`src/rtl/key_conditioner.sv`:
```
// N-channel push-button front end: synchroniser, polarity normalisation, debouncer,
// registered press/release pulses and per-channel auto-repeat strobe.
`timescale 1ns / 1ps

module key_conditioner #(
  parameter int unsigned N               = 4,
  parameter bit          ACTIVE_LOW      = 1'b1,
  parameter int unsigned DEBOUNCE_CYCLES = 1000000,
  parameter int unsigned REPEAT_DELAY    = 25000000,
  parameter int unsigned REPEAT_PERIOD   = 5000000
) (
  input  logic         i_clk,
  input  logic         i_rst_n,
  input  logic [N-1:0] i_keys_in,
  input  logic [N-1:0] i_repeat_en,
  output logic [N-1:0] o_level,
  output logic [N-1:0] o_press,
  output logic [N-1:0] o_release,
  output logic [N-1:0] o_strobe
);

  localparam int unsigned DbW    = (DEBOUNCE_CYCLES > 1) ? $clog2(DEBOUNCE_CYCLES) : 1;
  localparam int unsigned RepMax = (REPEAT_DELAY > REPEAT_PERIOD) ? REPEAT_DELAY
                                                                  : REPEAT_PERIOD;
  localparam int unsigned RepW   = (RepMax > 1) ? $clog2(RepMax) : 1;

  localparam logic [DbW-1:0]  DbLast     = DbW'(DEBOUNCE_CYCLES - 1);
  localparam logic [RepW-1:0] DelayLast  = RepW'(REPEAT_DELAY - 1);
  localparam logic [RepW-1:0] PeriodLast = RepW'(REPEAT_PERIOD - 1);

  typedef enum logic [1:0] {
    StIdle,
    StHold,
    StRepeat
  } state_e;

  for (genvar g = 0; g < N; g++) begin : g_chan
    logic            r_sync1;
    logic            r_sync2;
    logic            w_s;
    logic [DbW-1:0]  r_db_cnt;
    logic [DbW-1:0]  w_db_cnt_next;
    logic            r_level;
    logic            w_level_next;
    logic            w_rise;
    logic            w_fall;
    state_e          r_state;
    state_e          w_state_next;
    logic [RepW-1:0] r_rep_cnt;
    logic [RepW-1:0] w_rep_cnt_next;
    logic            w_strobe_next;
    logic            r_press;
    logic            r_release;
    logic            r_strobe;

    // Flops reset to the idle pin value so reset release never looks like a press.
    always_ff @(posedge i_clk or negedge i_rst_n) begin
      if (!i_rst_n) begin
        r_sync1 <= ACTIVE_LOW;
        r_sync2 <= ACTIVE_LOW;
      end else begin
        r_sync1 <= i_keys_in[g];
        r_sync2 <= r_sync1;
      end
    end

    assign w_s = r_sync2 ^ ACTIVE_LOW;

    // Any cycle agreeing with the current level restarts the stability count.
    always_comb begin
      w_db_cnt_next = '0;
      w_level_next  = r_level;
      if (w_s != r_level) begin
        if (r_db_cnt == DbLast) begin
          w_level_next = w_s;
        end else begin
          w_db_cnt_next = r_db_cnt + DbW'(1);
        end
      end
    end

    assign w_rise = w_level_next & ~r_level;
    assign w_fall = ~w_level_next & r_level;

    always_ff @(posedge i_clk or negedge i_rst_n) begin
      if (!i_rst_n) begin
        r_db_cnt <= '0;
        r_level  <= 1'b0;
      end else begin
        r_db_cnt <= w_db_cnt_next;
        r_level  <= w_level_next;
      end
    end

    // Release outranks everything, including a coinciding repeat terminal count.
    always_comb begin
      w_state_next   = r_state;
      w_rep_cnt_next = r_rep_cnt;
      w_strobe_next  = 1'b0;
      if (w_fall) begin
        w_state_next   = StIdle;
        w_rep_cnt_next = '0;
      end else if (w_rise) begin
        w_state_next   = StHold;
        w_rep_cnt_next = '0;
        w_strobe_next  = 1'b1;
      end else begin
        case (r_state)
          StIdle: begin
            w_rep_cnt_next = '0;
          end
          StHold: begin
            if (!i_repeat_en[g]) begin
              w_rep_cnt_next = '0;
            end else if (r_rep_cnt == DelayLast) begin
              w_strobe_next  = 1'b1;
              w_rep_cnt_next = '0;
              w_state_next   = StRepeat;
            end else begin
              w_rep_cnt_next = r_rep_cnt + RepW'(1);
            end
          end
          StRepeat: begin
            if (!i_repeat_en[g]) begin
              w_rep_cnt_next = '0;
              w_state_next   = StHold;
            end else if (r_rep_cnt == PeriodLast) begin
              w_strobe_next  = 1'b1;
              w_rep_cnt_next = '0;
            end else begin
              w_rep_cnt_next = r_rep_cnt + RepW'(1);
            end
          end
          default: begin
            w_state_next   = StIdle;
            w_rep_cnt_next = '0;
          end
        endcase
      end
    end

    always_ff @(posedge i_clk or negedge i_rst_n) begin
      if (!i_rst_n) begin
        r_state   <= StIdle;
        r_rep_cnt <= '0;
      end else begin
        r_state   <= w_state_next;
        r_rep_cnt <= w_rep_cnt_next;
      end
    end

    always_ff @(posedge i_clk or negedge i_rst_n) begin
      if (!i_rst_n) begin
        r_press   <= 1'b0;
        r_release <= 1'b0;
        r_strobe  <= 1'b0;
      end else begin
        r_press   <= w_rise;
        r_release <= w_fall;
        r_strobe  <= w_strobe_next;
      end
    end

    assign o_level[g]   = r_level;
    assign o_press[g]   = r_press;
    assign o_release[g] = r_release;
    assign o_strobe[g]  = r_strobe;
  end

endmodule

```
`config.mk`:
```
export PLATFORM = sky130hd
export DESIGN_NAME = key_conditioner
export DESIGN_NICKNAME = d
export VERILOG_FILES = /design/src/rtl/key_conditioner.sv
export SDC_FILE = /design/constraint.sdc
export NUM_CORES = 1
export LEC_CHECK = 0
export CORE_MARGIN = 5
export CORE_UTILIZATION = 27
export CTS_BUF_LIST = sky130_fd_sc_hd__clkbuf_8 sky130_fd_sc_hd__clkbuf_16
export DETAILED_ROUTE_END_ITERATION = 12
export GPL_TIMING_DRIVEN = 0
export PLACE_DENSITY_LB_ADDON = 0.12
export SYNTH_ARGS = -nofsm -noshare
export SYNTH_HDL_FRONTEND = slang
export SYNTH_SLANG_ARGS = --single-unit
```
`constraint.sdc`:
```
create_clock -name i_clk -period 2.8 [get_ports i_clk]
set_input_delay 0.7 -clock i_clk [delete_from_list [all_inputs] [get_ports i_clk]]
set_output_delay 0.7 -clock i_clk [all_outputs]
set_load 0.02 [all_outputs]
```
==> results.json, run 1 <==
{
  "cts_made_buffers": 28,
  "buffer_ports.inserted": 25,
  "drv_cap": 0,
  "outcome": "finished clean",
  "path_class": "reg -> reg",
  "cellInternalPower_uw": 5120,
  "syn_area_um2": 10600,
  "fin_nets": 1179,
  "setup_violations": 0,
  "grt_first_pass_wirelength_mm": 38.5,
  "grt_max_degree": 98,
  "power.clock.fraction": 0.505,
  "dpl.hpwl_mm": 14.7,
  "clock_tree_from_tritoncts": "done",
  "slew_headroom": 0.166,
  "dr_total_vias": 7476,
  "asyncSetResetFlopFracSynth": 1.00,
  "setup_slack_ns": 0.101,
  "synth-seq-area-share": 0.503,
  "min_path_type": "in -> async",
  "drc_errors": 0,
  "crit_top_cell": "sky130_fd_sc_hd__ha_4",
  "power.share.sequential": 0.474,
  "ys_ff_latch": 212,
  "drt.antenna.violating_nets": 0,
  "synth_ff_type": "sky130_fd_sc_hd__dfrtp_1",
  "timing.critical_path.fanout_max": 6,
  "synth_warnings": 0,
  "max-clock-path-buffers": 3,
  "globalplace.congestion": 0.731,
  "switching_share": 0.221,
  "ys_types": 49,
  "num_antenna_cells": 0,
  "post_synth.cell_area_avg_um2": 9.87,
  "critical_path.max_stage_delay_ns": 0.48,
  "drt-vias-per-instance": 4.46,
  "arrival_ns": 3.17,
  "tightestPinTransition_ns": 1.24,
  "synth_enable_flop_cells": 0,
  "core.rowCount": 72,
  "cpMaxStageDelayCell": "sky130_fd_sc_hd__a2111o_1",
  "ir_drop_mv": 0.360,
  "fmaxAchievable_mhz": 371,
  "finalMaxSlewViolations": 0,
  "worst_skew_pair.late_latency_ns": 0.54,
  "fillerInstances": 4014,
  "clock_skew_ns": 0.0126,
  "finalHoldViolations": 0,
  "start_util": 0.273,
  "power_density_nw_per_um2": 519,
  "cellLeakagePower_uw": 0.00509,
  "final_layout_size_suffix_gt1_frac": 0.102,
  "grt_antenna_before_repair": 0,
  "layout_worst_path_cycle_share": 0.964,
  "finalWirelength_mm": 22.1,
  "area_of_the_die_um2": 43200,
  "path_buf_inv": 2,
  "floorplan.core_area_um2": 38600,
  "synthesis.instances": 1071,
  "place_worst_setup_slack_ns": -0.476,
  "cp-end-kind": "flip-flop",
  "chipWidth_um": 208,
  "floorplan.die.height_um": 208,
  "grt_pass1_vias": 7579,
  "ff_latch_area_um2": 5320,
  "cts.sink_count": 212,
  "drt-pass1-iter-count": 4,
  "grt-ovfl-total": 0,
  "critical-path-top-delay-family": "simple AND/OR/NAND/NOR gates",
  "num_io_pins": 26,
  "area_growth_pct": 19.7,
  "crit_chain": "ha_4 -> and3_4 -> nand3_4 -> nor4_4 -> mux2i_2 -> inv_1 -> ha_4 -> a2111o_1 -> buf_2 -> nor2_1",
  "net-switching-power_uw": 1450,
  "worst_hold_slack_ns": 0.0627,
  "clk_root_buffer_cell": "sky130_fd_sc_hd__clkbuf_16",
  "worstPathRequired_ns": 3.27,
  "ctsHtreeMaxLevel": 1,
  "cp-start-kind": "flip-flop",
  "drtIter0Drc": 269,
  "postCtsHoldBufs": 0,
  "timing.final.crit_period_ns": 2.70,
  "grt_use_total": 0.103,
  "power.share.combinational": 0.021,
  "routed_length_per_instance_um": 13.2,
  "cts.clk_slew.worst_paths_ns": 0.06,
  "area_used_by_multi_input_combinational_logic_um2": 5070,
  "syn_nets": 1113
}
[metal layers]
layer / vias up / part of all wire / wire (um) / global-route usage
met3: 24 / 0.031 / 687 / 0.0210
met4: 0 / 0.022 / 478 / 0.0256
met5: - / 0 / 0 / 0
met1: 3622 / 0.50 / 11000 / 0.144
met2: 58 / 0.45 / 9960 / 0.164
li1: 3772 / - / - / -
[power groups by stage]
stage | sequential (uW) | clock (uW) | combinational (uW)
4_1_cts | 3110 | 3470 | 148
2_1_floorplan | 3160 | 0 | 42.0
3_5_place_dp | 3160 | 0 | 147
5_1_grt | 3110 | 3590 | 170
6_report | 3110 | 3310 | 141
3_3_place_gp | 3170 | 0 | 137
[cell type report]
type,count,share of cell area
inverter,36,0.0107
timing repair buffer,36,0.0300
clock inverter,18,0.00603
multi-input combinational,785,0.401
buffer,38,0.0182
sequential,212,0.420
tap,518,0.0512
clock buffer,34,0.0628
[sequential cells by signal, summed over array words and instances, names as in the netlist]
| name | cells |
|---|---|
| g_chan.r_rep_cnt | 100 |
| g_chan.r_db_cnt | 80 |
| g_chan.r_state | 8 |
| g_chan.r_level | 4 |
| g_chan.r_press | 4 |
| g_chan.r_release | 4 |
| g_chan.r_strobe | 4 |
| g_chan.r_sync1 | 4 |
| g_chan.r_sync2 | 4 |
[logic make-up (layout without fill, tap and decap cells)]
group | count (synthesis) | in the layout | share of synthesized area
buf+inv | 74 | 162 | 0.0322
fa+ha+maj | 32 | 32 | 0.0379
xor+xnor | 167 | 167 | 0.138
compound gates | 36 | 36 | 0.0256
mux | 16 | 16 | 0.0155
simple gates | 534 | 534 | 0.248
flops | 212 | 212 | 0.503
[timing repair]
action,in CTS,in global routing
pin swaps,2,6
resized for setup,18,31
buffers inserted,2,5
cloned,0,2
setup endpoints to repair,78,89
[synth_stat cells (20+ instances only)]
library cell,number,share of area
sky130_fd_sc_hd__and4_1,20,0.017
sky130_fd_sc_hd__nand4_1,42,0.025
sky130_fd_sc_hd__xor2_1,103,0.085
sky130_fd_sc_hd__and3_1,21,0.012
sky130_fd_sc_hd__nand2_1,65,0.023
sky130_fd_sc_hd__inv_1,36,0.013
sky130_fd_sc_hd__ha_1,32,0.038
sky130_fd_sc_hd__nand3_1,77,0.036
sky130_fd_sc_hd__nor3_1,31,0.015
sky130_fd_sc_hd__dfrtp_1,204,0.48
sky130_fd_sc_hd__xnor2_1,64,0.053
sky130_fd_sc_hd__nor2_1,217,0.077
sky130_fd_sc_hd__clkbuf_1,20,0.0071
[worst register-to-register path, cell delays in order (launching register included)]
cell                       delay (ns)
sky130_fd_sc_hd__dfrtp_1         0.42
sky130_fd_sc_hd__ha_4            0.17
sky130_fd_sc_hd__and3_4          0.21
sky130_fd_sc_hd__nand3_4         0.10
sky130_fd_sc_hd__nor4_4          0.37
sky130_fd_sc_hd__mux2i_2         0.28
sky130_fd_sc_hd__inv_1           0.10
sky130_fd_sc_hd__ha_4            0.20
sky130_fd_sc_hd__a2111o_1        0.48
sky130_fd_sc_hd__buf_2           0.21
sky130_fd_sc_hd__nor2_1          0.11
[cells in the final DEF, fill, tap and decap left out, drive strengths merged, types with 2 or more instances in the layout]
cell and n:
a2111o 3, a211o 2, a21boi 2, a21oi 6, and3 22, and4 20, buf 32, clkbuf 52
clkdlybuf4s50 24, clkinv 4, dfrtp 204, dfstp 8, ha 32, inv 50, mux2 3, mux2i 13
nand2 65, nand2b 2, nand3 77, nand4 42, nand4b 4, nor2 217, nor2b 2, nor3 31
nor4 19, nor4b 10, nor4bb 3, o21ai 7, o21bai 5, o32ai 2, or2 9, or3 2
or4 6, xnor2 64, xor2 103
[stage by stage]
| stage | total power (uW) | setup TNS, ns | util | cells | cell area, um^2 |
|---|---|---|---|---|---|
| finish | 6570 | 0 | 0.327 | 1677 | 12600 |
| global route | 6870 | -0.207 | 0.327 | 1677 | 12600 |
| CTS | 6730 | 0 | 0.323 | 1670 | 12500 |
| detailed placement | 3310 | -19.66 | 0.298 | 1616 | 11500 |
| global placement | 3310 | -1860.72 | 0.297 | 1614 | 11500 |
| floorplan | 3200 | 0 | - | 1071 | 10600 |
[worst paths after layout]
| kind | to | slack [ns] | depth (start not counted) | start |
|---|---|---|---|---|
| min in group i_clk | g_chan[2].r_sync2$_DFF_PN1_ | 0.35 | 0 | g_chan[2].r_sync1$_DFF_PN1_ |
| worst max register to register | g_chan[2].r_rep_cnt[12]$_DFF_PN0_ | 0.10 | 10 | g_chan[2].r_db_cnt[0]$_DFF_PN0_ |
| max in group asynchronous | g_chan[1].r_sync1$_DFF_PN1_ | 1.55 | 3 | i_rst_n |
| worst max-delay path | g_chan[2].r_rep_cnt[12]$_DFF_PN0_ | 0.10 | 10 | g_chan[2].r_db_cnt[0]$_DFF_PN0_ |
| worst min register to register | g_chan[2].r_sync2$_DFF_PN1_ | 0.35 | 0 | g_chan[2].r_sync1$_DFF_PN1_ |
| worst min-delay path | g_chan[2].r_db_cnt[9]$_DFF_PN0_ | 0.06 | 1 | i_rst_n |
Note: power is estimated with default switching activity, not from simulation.
==> inputs of run 2 (changes only) <==
--- a/config.mk
+++ b/config.mk
@@ -5,8 +5,9 @@
 export SDC_FILE = /design/constraint.sdc
 export NUM_CORES = 1
 export LEC_CHECK = 0
+export CORE_ASPECT_RATIO = 0.6
 export CORE_MARGIN = 5
-export CORE_UTILIZATION = 27
+export CORE_UTILIZATION = 56
 export CTS_BUF_LIST = sky130_fd_sc_hd__clkbuf_8 sky130_fd_sc_hd__clkbuf_16
 export DETAILED_ROUTE_END_ITERATION = 12
 export GPL_TIMING_DRIVEN = 0
==> constraint.sdc (replaced) <==
create_clock -name i_clk -period 2.2 [get_ports i_clk]
set_input_delay 0.55 -clock i_clk [delete_from_list [all_inputs] [get_ports i_clk]]
set_output_delay 0.55 -clock i_clk [all_outputs]
set_load 0.02 [all_outputs]
==> results.json, run 2 (same netlist as run 1, synthesis figures left out) <==
{
  "worstPathRequired_ns": 2.64,
  "area_used_by_multi_input_combinational_logic_um2": 5860,
  "r2r_setup_slack_ns": -0.31,
  "largest_reg_flops": 100,
  "buffer_ports.inserted": 25,
  "placed_area_um2": 11300,
  "worst_skew_pair.late_latency_ns": 0.50,
  "reg2reg_to": "g_chan[2].r_state[0]$_DFFE_PN0P_",
  "max_flop_register": "g_chan.r_rep_cnt",
  "timing.critical_path.fanout_max": 5,
  "crit_chain": "nor4_1 -> nand2_1 -> nor4_4 -> mux2i_2 -> inv_2 -> ha_4 -> buf_6 -> nor3_4 -> buf_6 -> a21oi_4 -> o32ai_2 -> a211o_1",
  "floorplan.die.height_um": 116,
  "fillerInstances": 1336,
  "cts_made_buffers": 21,
  "path_buf_inv": 3,
  "cp-start-kind": "flip-flop",
  "globalplace.congestion": 0.844,
  "min_path_type": "in -> async",
  "cts.sink_count": 212,
  "grt_first_pass_wirelength_mm": 38.0,
  "area_growth_pct": 27.0,
  "grt-ovfl-total": 0,
  "finalHoldViolations": 0,
  "clock_tree_from_tritoncts": "done",
  "grt_max_degree": 115,
  "ctsHtreeMaxLevel": 1,
  "rr_startpoint": "g_chan[2].r_db_cnt[11]$_DFF_PN0_",
  "num_antenna_cells": 0,
  "power_density_nw_per_um2": 564,
  "cellLeakagePower_uw": 0.00538,
  "grt_use_total": 0.207,
  "grt_setup_unrepaired": "yes",
  "design_area_um2": 13400,
  "slew_headroom": 0.248,
  "chipWidth_um": 187,
  "crit_top_cell": "sky130_fd_sc_hd__buf_6",
  "drtIter0Drc": 510,
  "max-clock-path-buffers": 3,
  "tightestPinTransition_ns": 1.12,
  "clock_skew_ns": 0.0116,
  "drt-pass1-iter-count": 5,
  "path_class": "reg -> reg",
  "area_of_the_die_um2": 21800,
  "finalWirelength_mm": 22.2,
  "grt_pass1_vias": 7597,
  "ir_drop_mv": 0.568,
  "drv_cap": 0,
  "arrival_ns": 2.95,
  "core.rowCount": 38,
  "total_power_draw_uw": 7560,
  "num_io_pins": 26,
  "cp-end-kind": "flip-flop",
  "critical-path-top-delay-family": "simple AND/OR/NAND/NOR gates",
  "drc_errors": 0,
  "final_layout_size_suffix_gt1_frac": 0.249,
  "routed_length_per_instance_um": 15.4,
  "layout_worst_path_cycle_share": 1.14,
  "largestRegisters": "g_chan.r_rep_cnt: 100 flops, g_chan.r_db_cnt: 80 flops, g_chan.r_state: 8 flops",
  "worstRegToRegCells": 12,
  "ff_latch_area_um2": 5320,
  "drt.antenna.violating_nets": 0,
  "clk_root_buffer_cell": "sky130_fd_sc_hd__clkbuf_16",
  "dr_total_vias": 7913,
  "start_util": 0.577,
  "outcome": "finished with violations",
  "dpl.hpwl_mm": 13.5,
  "cts.clk_slew.worst_paths_ns": 0.06,
  "fmaxAchievable_mhz": 399,
  "cpMaxStageDelayCell": "sky130_fd_sc_hd__dfrtp_1",
  "setup_slack_ns": -0.308,
  "grt_antenna_before_repair": 0,
  "failed_checks": "negative setup slack",
  "timing.final.crit_period_ns": 2.51,
  "setup_violations": 109,
  "finalMaxSlewViolations": 0,
  "fin_nets": 1226,
  "postCtsHoldBufs": 0,
  "floorplan.core_area_um2": 18300,
  "critical_path.max_stage_delay_ns": 0.38,
  "drt-vias-per-instance": 5.50,
  "layout_commonest_cell": "sky130_fd_sc_hd__dfrtp_1",
  "final_cell_mix": "198 x sky130_fd_sc_hd__dfrtp_1, 126 x sky130_fd_sc_hd__nor2_1, 103 x sky130_fd_sc_hd__xor2_1"
}
==> run 2: cell count changes in the layout (fill, tap and decap cells not counted), sizes merged <==
cell           before  now
clkinv              4    9
dlymetal6s2s        0    1
dlygate4sd2         0    2
clkdlybuf4s50      24   21
inv                50   42
bufinv              0    1
buf                32   91
clkbuf             52   35
==> run 2: area by class of cell <==
type / count / share of cell area
multi-input combinational: 785 / 0.436
sequential: 212 / 0.397
clock inverter: 16 / 0.00792
buffer: 35 / 0.0211
inverter: 36 / 0.0103
tap: 240 / 0.0224
clock buffer: 22 / 0.0402
timing repair buffer: 93 / 0.0653
==> run 2: power breakdown <==
| group | internal [uW] | switching, uW |
|---|---|---|
| sequential | 3930 | 26.2 |
| combinational | 65.3 | 130 |
| clock | 1900 | 1510 |
==> run 2: through the flow <==
| stage | worst slack (ns) | instances | util | TNS, ns | hold WS [ns] |
|---|---|---|---|---|---|
| 2_1_floorplan | -0.104 | 1071 | - | -2.17 | 0.254 |
| 3_3_place_gp | -8.43 | 1336 | 0.615 | -1792.81 | 0.345 |
| 3_5_place_dp | -0.492 | 1337 | 0.616 | -37.46 | 0.348 |
| 4_1_cts | -0.353 | 1424 | 0.695 | -17.51 | 0.147 |
| 5_1_grt | -0.440 | 1439 | 0.733 | -31.61 | 0.174 |
| 6_report | -0.308 | 1439 | 0.733 | -21.25 | 0.0926 |
==> run 2: repair_timing <==
action / CTS / global route
gates cloned: 8 / 0
buffers inserted: 41 / 19
endpoints found under the setup margin: 134 / 140
gates resized for setup: 111 / 153
pin swaps: 92 / 20
==> run 2: per-layer routing <==
layer / part of all wire / track usage / vias up
met4: 0.016 / 0.0473 / 0
li1: - / - / 3858
met2: 0.42 / 0.299 / 133
met3: 0.037 / 0.0278 / 28
met5: 0 / 0 / -
met1: 0.52 / 0.333 / 3894
==> run 2: how the worst max path moves through the flow <==
stage,start,end,slack (ns),cells after the start
2_1_floorplan,g_chan[2].r_db_cnt[10]$_DFF_PN0_,g_chan[2].r_state[0]$_DFFE_PN0P_,-0.10,9
3_3_place_gp,i_rst_n,g_chan[0].r_db_cnt[18]$_DFF_PN0_,-8.43,1
3_5_place_dp,g_chan[0].r_db_cnt[0]$_DFF_PN0_,g_chan[0].r_rep_cnt[20]$_DFF_PN0_,-0.49,10
4_1_cts,g_chan[2].r_db_cnt[11]$_DFF_PN0_,g_chan[2].r_rep_cnt[4]$_DFF_PN0_,-0.35,9
5_1_grt,g_chan[2].r_db_cnt[1]$_DFF_PN0_,g_chan[2].r_state[0]$_DFFE_PN0P_,-0.44,13
6_report,g_chan[2].r_db_cnt[11]$_DFF_PN0_,g_chan[2].r_state[0]$_DFFE_PN0P_,-0.31,12
==> inputs of run 3 (changes only) <==
--- a/config.mk
+++ b/config.mk
@@ -9,9 +9,11 @@
 export CORE_MARGIN = 5
 export CORE_UTILIZATION = 56
 export CTS_BUF_LIST = sky130_fd_sc_hd__clkbuf_8 sky130_fd_sc_hd__clkbuf_16
+export CTS_CLUSTER_SIZE = 30
 export DETAILED_ROUTE_END_ITERATION = 12
 export GPL_TIMING_DRIVEN = 0
 export PLACE_DENSITY_LB_ADDON = 0.12
 export SYNTH_ARGS = -nofsm -noshare
 export SYNTH_HDL_FRONTEND = slang
 export SYNTH_SLANG_ARGS = --single-unit
+export TNS_END_PERCENT = 20
==> results.json, run 3 (same netlist as run 1, synthesis figures left out) <==
{
  "grt_antenna_before_repair": 0,
  "largest_reg_flops": 100,
  "grt_setup_unrepaired": "yes",
  "largestRegisters": "g_chan.r_rep_cnt: 100 flops, g_chan.r_db_cnt: 80 flops, g_chan.r_state: 8 flops",
  "finalHoldViolations": 0,
  "fmaxAchievable_mhz": 387,
  "dpl.hpwl_mm": 13.6,
  "floorplan.die.height_um": 116,
  "crit_chain": "nor4b_4 -> nand2_2 -> nor4_4 -> mux2i_2 -> inv_1 -> ha_4 -> a2111o_2 -> clkbuf_8 -> nor2_2",
  "core.rowCount": 38,
  "arrival_ns": 3.02,
  "layout_commonest_cell": "sky130_fd_sc_hd__dfrtp_1",
  "cp-end-kind": "flip-flop",
  "max_flop_register": "g_chan.r_rep_cnt",
  "timing.final.crit_period_ns": 2.58,
  "grt_first_pass_wirelength_mm": 37.0,
  "clk_root_buffer_cell": "sky130_fd_sc_hd__clkbuf_16",
  "grt-ovfl-total": 0,
  "ir_drop_mv": 0.481,
  "area_of_the_die_um2": 21800,
  "setup_slack_ns": -0.381,
  "layout_worst_path_cycle_share": 1.17,
  "power_density_nw_per_um2": 612,
  "chipWidth_um": 187,
  "drt.antenna.violating_nets": 0,
  "drt-vias-per-instance": 5.50,
  "routed_length_per_instance_um": 15.2,
  "finalMaxSlewViolations": 0,
  "fillerInstances": 1380,
  "tns_setup_ns": -19.89,
  "buffer_ports.inserted": 25,
  "drv_cap": 0,
  "worst_skew_pair.late_latency_ns": 0.50,
  "area_growth_pct": 19.8,
  "grt_use_total": 0.200,
  "failed_checks": "negative setup slack",
  "drc_errors": 0,
  "min_path_type": "in -> async",
  "globalplace.congestion": 0.830,
  "cellLeakagePower_uw": 0.00518,
  "clock_skew_ns": 0.0108,
  "outcome": "finished with violations",
  "setup_violations": 108,
  "drt-pass1-iter-count": 7,
  "finalWirelength_mm": 21.4,
  "tightestPinTransition_ns": 1.23,
  "final_layout_size_suffix_gt1_frac": 0.171,
  "floorplan.core_area_um2": 18300,
  "clock_tree_from_tritoncts": "done",
  "critical_path.max_stage_delay_ns": 0.47,
  "num_io_pins": 26,
  "worstPathRequired_ns": 2.63,
  "worst_hold_slack_ns": 0.0712,
  "place.detailed.instances": 1337,
  "num_antenna_cells": 0,
  "drtIter0Drc": 603,
  "grt_max_degree": 120,
  "slew_headroom": 0.170,
  "postCtsHoldBufs": 0,
  "final_cells": 1411,
  "start_util": 0.577,
  "cts.sink_count": 212,
  "ctsHtreeMaxLevel": 1,
  "cp-start-kind": "flip-flop",
  "fin_nets": 1198,
  "cpMaxStageDelayCell": "sky130_fd_sc_hd__a2111o_2",
  "cts.clk_slew.worst_paths_ns": 0.06,
  "timing.critical_path.fanout_max": 8,
  "cts_made_buffers": 21,
  "grt_pass1_vias": 7539,
  "path_class": "reg -> reg",
  "final_cell_mix": "196 x sky130_fd_sc_hd__dfrtp_1, 190 x sky130_fd_sc_hd__nor2_1, 103 x sky130_fd_sc_hd__xor2_1",
  "max-clock-path-buffers": 3,
  "dr_total_vias": 7767
}
[run 3: final cells by class]
| class | instances | area [um^2] | area share |
|---|---|---|---|
| sequential | 212 | 5330 | 0.421 |
| timing repair buffer | 62 | 576 | 0.0455 |
| tap | 240 | 300 | 0.0237 |
| inverter | 36 | 135 | 0.0107 |
| clock buffer | 25 | 581 | 0.0459 |
| multi-input combinational | 785 | 5360 | 0.423 |
| clock inverter | 13 | 110 | 0.00870 |
| buffer | 38 | 273 | 0.0216 |
[run 3: power breakdown]
part	leakage [uW]	internal, uW	switching (uW)	total (uW)
registers	0.00291	3930	26.8	3960
clock network	0.000369	2110	1490	3600
logic	0.00190	59.6	127	187
total	0.00518	6100	1640	7740
[run 3: timing repair]
| action | in CTS | in global routing |
|---|---|---|
| resized for setup | 78 | 37 |
| setup buffers | 21 | 9 |
| endpoints found under the setup margin | 141 | 132 |
| cloned | 6 | 0 |
| pin swaps | 37 | 15 |
[run 3: path summary, 6_finish.rpt]
check                                                  from                                 to  slack, ns  cells past startpoint
hold / removal                                      i_rst_n  g_chan[3].r_rep_cnt[12]$_DFF_PN0_       0.07                      1
setup / recovery           g_chan[2].r_db_cnt[12]$_DFF_PN0_   g_chan[2].r_rep_cnt[6]$_DFF_PN0_      -0.38                      9
setup reg to reg           g_chan[2].r_db_cnt[12]$_DFF_PN0_   g_chan[2].r_rep_cnt[6]$_DFF_PN0_      -0.38                      9
hold reg to reg                 g_chan[2].r_sync1$_DFF_PN1_        g_chan[2].r_sync2$_DFF_PN1_       0.36                      0
min in group i_clk              g_chan[2].r_sync1$_DFF_PN1_        g_chan[2].r_sync2$_DFF_PN1_       0.36                      0
max in group asynchronous                           i_rst_n        g_chan[0].r_sync2$_DFF_PN1_       1.18                      2
[run 3: worst max-delay path: cells and delay by family, from the launching register on]
family / cells / cell delay (ns)
multiplexers: 1 / 0.28
flip-flops: 1 / 0.44
AO/OA/AOI/OAI: 1 / 0.47
buffers and inverters: 2 / 0.31
AND/OR/NAND/NOR: 4 / 0.82
adder cells (fa/ha/maj): 1 / 0.19
[run 3: layer usage]
metal / vias up / track usage / share of wire / wire length (um)
li1: 3801 / - / - / -
met1: 3779 / 0.317 / 0.53 / 11300
met2: 152 / 0.294 / 0.42 / 8900
met3: 35 / 0.0326 / 0.039 / 845
met4: 0 / 0.0379 / 0.018 / 385
met5: - / 0 / 0 / 0
[run 3: stage by stage]
step | total power, uW | utilization | instance area (um^2) | setup WS, ns
CTS | 7820 | 0.679 | 12400 | -0.433
global route | 8030 | 0.691 | 12700 | -0.505
detailed placement | 4200 | 0.614 | 11200 | -0.626
global placement | 4190 | 0.613 | 11200 | -8.29
floorplan | 4080 | - | 10700 | -0.104
finish | 7740 | 0.691 | 12700 | -0.381
